[src/rtl/rr_mux_sel_arbiter_if.sv]
// Requester/arbiter bundle for rr_mux_sel_arbiter.
// The lock signal exists only when RR_ARB_LOCK_EN is defined.
interface rr_mux_sel_arbiter_if;
   logic [3:0] req;
   logic [1:0] sel;
   logic [3:0] grant;
   logic       busy;
`ifdef RR_ARB_LOCK_EN
   logic       lock;

   modport master (output req, output lock, input sel, input grant, input busy);
   modport slave  (input req, input lock, output sel, output grant, output busy);
`else
   modport master (output req, input sel, input grant, input busy);
   modport slave  (input req, output sel, output grant, output busy);
`endif
endinterface

[src/rtl/rr_mux_sel_arbiter.sv]
// Round-robin arbiter that drives the select pair of a 4:1 mux, with bounded bursts.
// Optional feature macro: RR_ARB_LOCK_EN (adds lock, which can extend a burst indefinitely).
module rr_mux_sel_arbiter #(
   parameter int HOLD_CYCLES = 4,
   parameter int CNT_W       = 8
) (
   input logic                 clk,
   input logic                 rst_n,
   rr_mux_sel_arbiter_if.slave bus
);

   typedef enum logic {IDLE, GRANT} state_t;

   localparam logic [CNT_W-1:0] HOLD_M1 = CNT_W'(HOLD_CYCLES - 1);

   state_t           state;
   logic [1:0]       ptr;
   logic [1:0]       sel_q;
   logic [3:0]       grant_q;
   logic             busy_q;
   logic [CNT_W-1:0] cnt;

   logic             lock_hold;
   logic             rel;
   logic [1:0]       scan_base;
   logic [1:0]       idx;
   logic [1:0]       winner;
   logic             found;

   // When a burst is released, arbitration scans from the advanced pointer in the same cycle.
   always_comb begin
      lock_hold = 1'b0;
`ifdef RR_ARB_LOCK_EN
      lock_hold = bus.lock && bus.req[sel_q];
`endif
      rel       = (state == GRANT) && (!bus.req[sel_q] || ((cnt == '0) && !lock_hold));
      scan_base = rel ? (sel_q + 2'd1) : ptr;
      found     = 1'b0;
      winner    = 2'd0;
      idx       = 2'd0;
      for (int k = 0; k < 4; k++) begin
         idx = scan_base + 2'(k);
         if (!found && bus.req[idx]) begin
            found  = 1'b1;
            winner = idx;
         end
      end
   end

   // sel is left untouched whenever the arbiter goes idle so the mux never glitches.
   always_ff @(posedge clk or negedge rst_n) begin
      if (!rst_n) begin
         state   <= IDLE;
         ptr     <= 2'd0;
         sel_q   <= 2'd0;
         grant_q <= 4'b0000;
         busy_q  <= 1'b0;
         cnt     <= '0;
      end else begin
         case (state)
            IDLE: begin
               if (found) begin
                  state   <= GRANT;
                  sel_q   <= winner;
                  grant_q <= 4'b0001 << winner;
                  busy_q  <= 1'b1;
                  cnt     <= HOLD_M1;
               end
            end
            GRANT: begin
               if (rel) begin
                  ptr <= sel_q + 2'd1;
                  if (found) begin
                     sel_q   <= winner;
                     grant_q <= 4'b0001 << winner;
                     cnt     <= HOLD_M1;
                  end else begin
                     state   <= IDLE;
                     grant_q <= 4'b0000;
                     busy_q  <= 1'b0;
                  end
               end else if (cnt != '0) begin
                  cnt <= cnt - CNT_W'(1);
               end
            end
            default: state <= IDLE;
         endcase
      end
   end

   assign bus.sel   = sel_q;
   assign bus.grant = grant_q;
   assign bus.busy  = busy_q;

endmodule
[src/flat_wrapper.sv]
// flat-port wrapper written by rule: the top's interface ports become plain ports
module rr_mux_sel_arbiter_flat 
#(
   parameter int HOLD_CYCLES = 4,
   parameter int CNT_W       = 8
)
  (clk, rst_n, bus_req, bus_sel, bus_grant, bus_busy);
  rr_mux_sel_arbiter_if bus_i ();
  input logic clk;
  input logic rst_n;
  input wire logic [$bits(bus_i.req)-1:0] bus_req;
  output wire logic [$bits(bus_i.sel)-1:0] bus_sel;
  output wire logic [$bits(bus_i.grant)-1:0] bus_grant;
  output wire logic [$bits(bus_i.busy)-1:0] bus_busy;
  assign bus_i.req = bus_req;
  assign bus_sel = bus_i.sel;
  assign bus_grant = bus_i.grant;
  assign bus_busy = bus_i.busy;
  rr_mux_sel_arbiter #(.HOLD_CYCLES(HOLD_CYCLES), .CNT_W(CNT_W)) u_core (.clk(clk), .rst_n(rst_n), .bus(bus_i));
endmodule
[config.mk]
export PLATFORM = sky130hd
export DESIGN_NAME = rr_mux_sel_arbiter_flat
export DESIGN_NICKNAME = d
export VERILOG_FILES = /design/src/rtl/rr_mux_sel_arbiter_if.sv /design/src/rtl/rr_mux_sel_arbiter.sv /design/src/flat_wrapper.sv
export SDC_FILE = /design/constraint.sdc
export NUM_CORES = 1
export LEC_CHECK = 0
export BUFFER_PORTS_ARGS = -buffer_cell sky130_fd_sc_hd__buf_4
export CAP_MARGIN = 20
export CORE_MARGIN = 5
export CORE_UTILIZATION = 55
export CTS_BUF_LIST = sky130_fd_sc_hd__clkbuf_2
export DETAILED_ROUTE_END_ITERATION = 16
export PLACE_DENSITY = 0.73
export SLEW_MARGIN = 10
export SYNTH_ARGS = -nofsm -noshare
export SYNTH_HDL_FRONTEND = slang
export SYNTH_SLANG_ARGS = --single-unit
[constraint.sdc]
create_clock -name clk -period 3.1 [get_ports clk]
set_input_delay 0.93 -clock clk [delete_from_list [all_inputs] [get_ports clk]]
set_output_delay 0.93 -clock clk [all_outputs]
set_load 0.01 [all_outputs]
## Yosys cells after proc, flatten, opt, wreduce, memory -nomap -nowiden

Index checks and enable logic that the tools add are counted.

| word-level totals | value |
|---|---|
| bits in registers | 18 |
| output and inout bits | 7 |
| word-level logic and storage cells | 72 |
| input port bits | 6 |

| operators by class | value |
|---|---|
| reduce and logical (&&, ||, !) cells | 13 |
| bitwise operators | 1 |
| equal/unequal tests | 4 |
| shift-type cells | 1 |
| muxes and demuxes | 37 |
| order comparisons | 5 |
| $add $sub $neg | 5 |

Operators by type and width:

| kind | number |
|---|---|
| 8-bit two-way mux | 3 |
| 8-bit one-hot mux with 2 select lines | 1 |
| 2-bit by 3-bit less-than comparator with 1-bit output (second input constant) | 5 |
| 1-bit two-way mux | 14 |
| 2-bit two-way mux | 7 |
| 4-bit two-way mux | 3 |
| 1-bit binary-select mux with 2-bit select | 5 |
| 8-bit zero test | 1 |
| 4-bit one-hot mux with 2 select lines | 1 |
| 8-bit nonzero test | 1 |
| 8-bit by 1-bit subtractor with 8-bit output (second input constant) | 1 |
| 2-bit by 1-bit adder with 2-bit output (second input constant) | 2 |
| 2-bit adder (second input constant) | 2 |
| 1-bit logical AND | 4 |
| 1-bit zero test | 4 |
| 2-bit != test (second input constant) | 2 |
| 1-bit one-hot mux with 2 select lines | 2 |
| 2-bit one-hot mux with 2 select lines | 1 |
| 1-bit by 2-bit left shift with 4-bit output (first input constant) | 1 |
| 3-bit != test (second input constant) | 1 |
| 3-bit AND reduction | 1 |
| 2-bit by 1-bit != test with 1-bit output (second input constant) | 1 |
| 2-bit AND reduction | 1 |
| 1-bit logical OR | 1 |
| 1-bit inverter | 1 |

## Depth between registers and ports, before layout

| logic depth | value |
|---|---|
| depth after elaboration | 22 |
| depth in mapped cells | 9 |
| mapped depth without buffers | 8 |

## Least setup slack after synthesis

OpenSTA, ideal clock, no wires.

| timing | value |
|---|---|
| path type | reg2reg |
| from | register u_core.cnt[3] |
| to | register u_core.sel_q[1] (netlist: u_core.bus.sel[1]) |
| path buffers | 1 |
| stages on the path, launching flop included | 8 |
| arrival time | 2.494 ns |
| data required time | 3.022 ns |
| period minus slack after synthesis | 2.572 ns |
| slack | 0.528 ns |
| library setup time | 0.078 ns |
| cell sequence | dfrtp_1 > or4_4 > or4_4 > and2_1 > buf_6 > mux2_4 > a221o_1 > o21ai_1 |

| between the ends | value |
|---|---|
| cells in the longest elaborated chain, start to end | 19 |
| elaborated cells between the ends (all ways) | 33 |
| those cells by class | add/sub: 3; eq/ne: 1; mux: 20; reduce/logical: 9 |

RTL lines:

| element | line | source |
|---|---|---|
| start: declaration | rr_mux_sel_arbiter.sv:21 | `logic [CNT_W-1:0] cnt;` |
| start signal: assignment | rr_mux_sel_arbiter.sv:83 | `cnt <= cnt - CNT_W'(1);` |
| 8-bit zero test * | rr_mux_sel_arbiter.sv:36 | `rel = (state == GRANT) && (!bus.req[sel_q] \|\| ((cnt == '0) && !lock_hold));` |
| 1-bit logical OR * | rr_mux_sel_arbiter.sv:36 |  |
| 1-bit logical AND * | rr_mux_sel_arbiter.sv:36 |  |
| parallel branches: the longest is 16 deep, another holds 2-bit by 1-bit adder with 2-bit output | -- |  |
| end signal: assignment | rr_mux_sel_arbiter.sv:64 | `sel_q <= winner;` |
| end signal: assignment | rr_mux_sel_arbiter.sv:74 | `sel_q <= winner;` |
| end: declaration | rr_mux_sel_arbiter.sv:18 | `logic [1:0] sel_q;` |

Every way passes the cells marked *. The select of a mux whose other input is x is not followed.
A chain may end at the register's enable or synchronous reset.

## Worst setup path in the final report

| timing | value |
|---|---|
| from | register u_core.cnt[3] |
| to | register u_core.grant_q[0] (netlist: u_core.bus.grant[0]) |

| between the ends | value |
|---|---|
| cells in the longest elaborated chain, start to end | 20 |
| elaborated cells between the ends (all ways) | 37 |
| those cells by class | add/sub: 3; eq/ne: 2; shift: 1; mux: 21; reduce/logical: 10 |

RTL lines:

| element | line | source |
|---|---|---|
| 8-bit zero test * | rr_mux_sel_arbiter.sv:36 |  |
| 1-bit logical OR * | rr_mux_sel_arbiter.sv:36 |  |
| 1-bit logical AND * | rr_mux_sel_arbiter.sv:36 |  |
| parallel branches: the longest is 17 deep, another holds 2-bit by 1-bit adder with 2-bit output | -- |  |
| end signal: assignment | rr_mux_sel_arbiter.sv:65 | `grant_q <= 4'b0001 << winner;` |
| end signal: assignment | rr_mux_sel_arbiter.sv:75 | `grant_q <= 4'b0001 << winner;` |
| end: declaration | rr_mux_sel_arbiter.sv:19 | `logic [3:0] grant_q;` |

Marked as above.

==> results_dict.tcl <==
set metrics [dict create \
    area_growth_pct 11.11 \
    vias_per_cell 5.826 \
    r2r_start "u_core.cnt[3]" \
    period_minus_slack_ns 2.751 \
    nFillCells 159 \
    drive_above_1_share_pct 16.92 \
    place_ws_ns 0.3492 \
    cts_root_buffer "clkbuf_2" \
    peakVddDrop_uv 502.7 \
    fin_nets 138 \
    setup-violations-final 0 \
    io_buffers 12 \
    clock.fmax_ghz 0.3636 \
    cts_tree "done" \
    ctsHtreeMaxLevel 1 \
    cts_sinks 18 \
    seq_power_share_pct 39.2 \
    m1WireLength_mm 1.021 \
    ys.flop_type "dfrtp_1" \
    diodes 0 \
    grt_usage_pct 18.67 \
    switchingPower_uw 458.7 \
    routed-wl-met3_um 69 \
    grt_max_degree 19 \
    ant_nets 0 \
    combPwrFrac_pct 51.8 \
    drt-initial-drc-count 23 \
    numCtsBuffers 3 \
    end_kind "register" \
    yosysSeqAreaShare_pct 42.55 \
    rows 15 \
    num_vias 903 \
    core-area_um2 1783 \
    ios 13 \
    synth_area_per_cell_um2 9.047 \
    antenna_found_initial 0 \
    p_per_area_nw_per_um2 915.6 \
    crit_path_start "u_core.cnt[3]" \
    setup_tns_ns 0 \
    setup_slack_ns 0.3495 \
    slew_violations 0 \
    drc 0 \
    synthDistinctLibCells 38 \
    drtPass1Iterations 4 \
    overflow 0 \
    die_h_um 53.87 \
    worstPathRequired_ns 3.28 \
    wl_per_cell_um 14.12 \
    initial_utilization_pct 59.37 \
    topRoutingLayerUsed "met4" \
    syn-cell-area_um2 1059 \
    clk_pin_slew_ns 0.17 \
    rsz0062_at_grt "no" \
    synth_edf_count 0 \
    swShare_pct 42.60 \
    slowest_stage "or4_4" \
    worst-setup-path-type "register to register" \
    hold_viol 0 \
    arrival_ns 2.93 \
    die_w_um 53.87 \
    cpPeakStageDelay_ns 0.57 \
    grt_pass1_vias 871 \
    ctsResizeCount 0 \
    dieArea_um2 2902 \
    hold_buffers 0 \
    leakage_uw 0.0005507 \
    max_cap_violations 0 \
    place_congestion 0.8242 \
    async_flop_share_pct 100.0 \
    syn-num-nets 124 \
    tightest_slew_ns 0.5895 \
    hpwl_mm 1.672 \
    post_cts_buffers 0 \
    slew_headroom_pct 60.34 \
    max-clock-path-buffers 2 \
    grt_pass1_wl_mm 3.919 \
    yosysWarnings 0 \
    ys_seq_elements 18 \
    crit_chain "or4_4 > or4_4 > and2_1 > mux2_4 > a221oi_1 > o21ai_0" \
    clkPwrFrac_pct 9.0 \
    hp-class "input port to asynchronous set/reset pin" \
    syn_inst 117 \
    clk_latency_ns 0.29 \
    dr_wl_met2_mm 1.080 \
    wl_mm 2.188 \
    path_max_fanout 7 \
    min_period_over_period_pct 88.73 \
    start_kind "register" \
    status "finished, final reports clean" \
    skew_ns 0.007405 \
    crit_path_frequent_cell "or4_4" \
    p_int_uw 618.1 \
]
-- layer usage --
metal	GRT usage (%)	up-vias
met5	0	-
met4	7.234	0
met3	3.324	2
met2	30.04	10
met1	24.74	440
li1	-	451
-- stage by stage --
step | utilization, % | instances | hold WS, ns | instance area (µm²) | total power [µW]
6_report | 65.96 | 155 | 0.4694 | 1176 | 1077
5_1_grt | 65.96 | 155 | 0.4388 | 1176 | 1185
4_1_cts | 65.96 | 155 | 0.4555 | 1176 | 1091
3_5_place_dp | 64.91 | 151 | 0.4735 | 1157 | 992.9
3_3_place_gp | 64.91 | 151 | 0.4729 | 1157 | 969.7
2_1_floorplan | - | 117 | 0.4692 | 1059 | 851.0
-- critical path: cells and delay by family (launching register included) --
family	cells	cell delay [ns]
simple gates	3	1.33
flops	1	0.46
compound gates	2	0.51
mux	1	0.34
-- flip-flops by register name, summed over array words and instances, names as in the netlist --
name / count
u_core.bus.grant: 4
u_core.bus.busy: 1
u_core.bus.sel: 2
u_core.state: 1
u_core.cnt: 8
u_core.ptr: 2
-- logic make-up (layout without fill, tap and decap cells) --
kind of cell             after synthesis  count (layout)  synth area share [%]
AND/OR/NAND/NOR                       39              39                 18.56
adder cells (fa/ha/maj)                2               2                 2.128
buffers and inverters                 12              25                 5.674
AO/OA/AOI/OAI                         35              35                 20.45
multiplexers                           8               8                 8.156
flip-flops                            18              18                 42.55
XOR/XNOR                               3               3                 2.483
-- cell usage after synthesis (all sizes together) (4+ instances only) --
cell type | n | share of area, %
dfrtp | 18 | 43
nor2 | 9 | 3.2
nand2 | 14 | 5.0
a21oi | 4 | 1.9
mux2i | 6 | 5.7
inv | 8 | 2.8
o21ai | 17 | 8.0
-- cell type report --
class | instances | area (µm²) | share of cell area [%]
Multi-Input combinational cell | 87 | 548.0 | 46.60
Sequential cell | 18 | 450.4 | 38.30
Timing Repair Buffer | 13 | 97.59 | 8.298
Tap cell | 25 | 31.28 | 2.660
Inverter | 8 | 30.03 | 2.553
Clock buffer | 3 | 15.01 | 1.277
Clock inverter | 1 | 3.754 | 0.3191
-- worst paths after layout --
path | to | cells after the start | slack (ns)
setup / recovery | u_core.bus.grant[0] | 6 | 0.35
hold / removal | u_core.cnt[3] | 1 | 0.47
setup reg to reg | u_core.bus.grant[0] | 6 | 0.35
hold reg to reg | u_core.bus.grant[1] | 2 | 0.50
max in group asynchronous | u_core.cnt[7] | 1 | 2.44
min in group clk | u_core.bus.grant[1] | 2 | 0.50
-- placed cells by master, fill, tap and decap left out, types with 3 or more instances in the layout --
| master | count |
|---|---|
| o21ai_0 | 14 |
| dfrtp_1 | 18 |
| inv_1 | 8 |
| nand2_1 | 14 |
| a21oi_1 | 4 |
| o21ai_1 | 3 |
| buf_4 | 13 |
| clkbuf_2 | 3 |
| mux2i_1 | 6 |
| nor2_1 | 9 |
-- power groups by stage --
stage / registers, µW / logic (µW) / clock network, µW
final: 422 / 558 / 96.8
after global routing: 439 / 632 / 115
after CTS: 422 / 567 / 102
after detailed placement: 427 / 566 / 0
after global placement: 423 / 547 / 0
after floorplan: 402 / 449 / 0
Note: power is estimated with default switching activity, not from simulation.
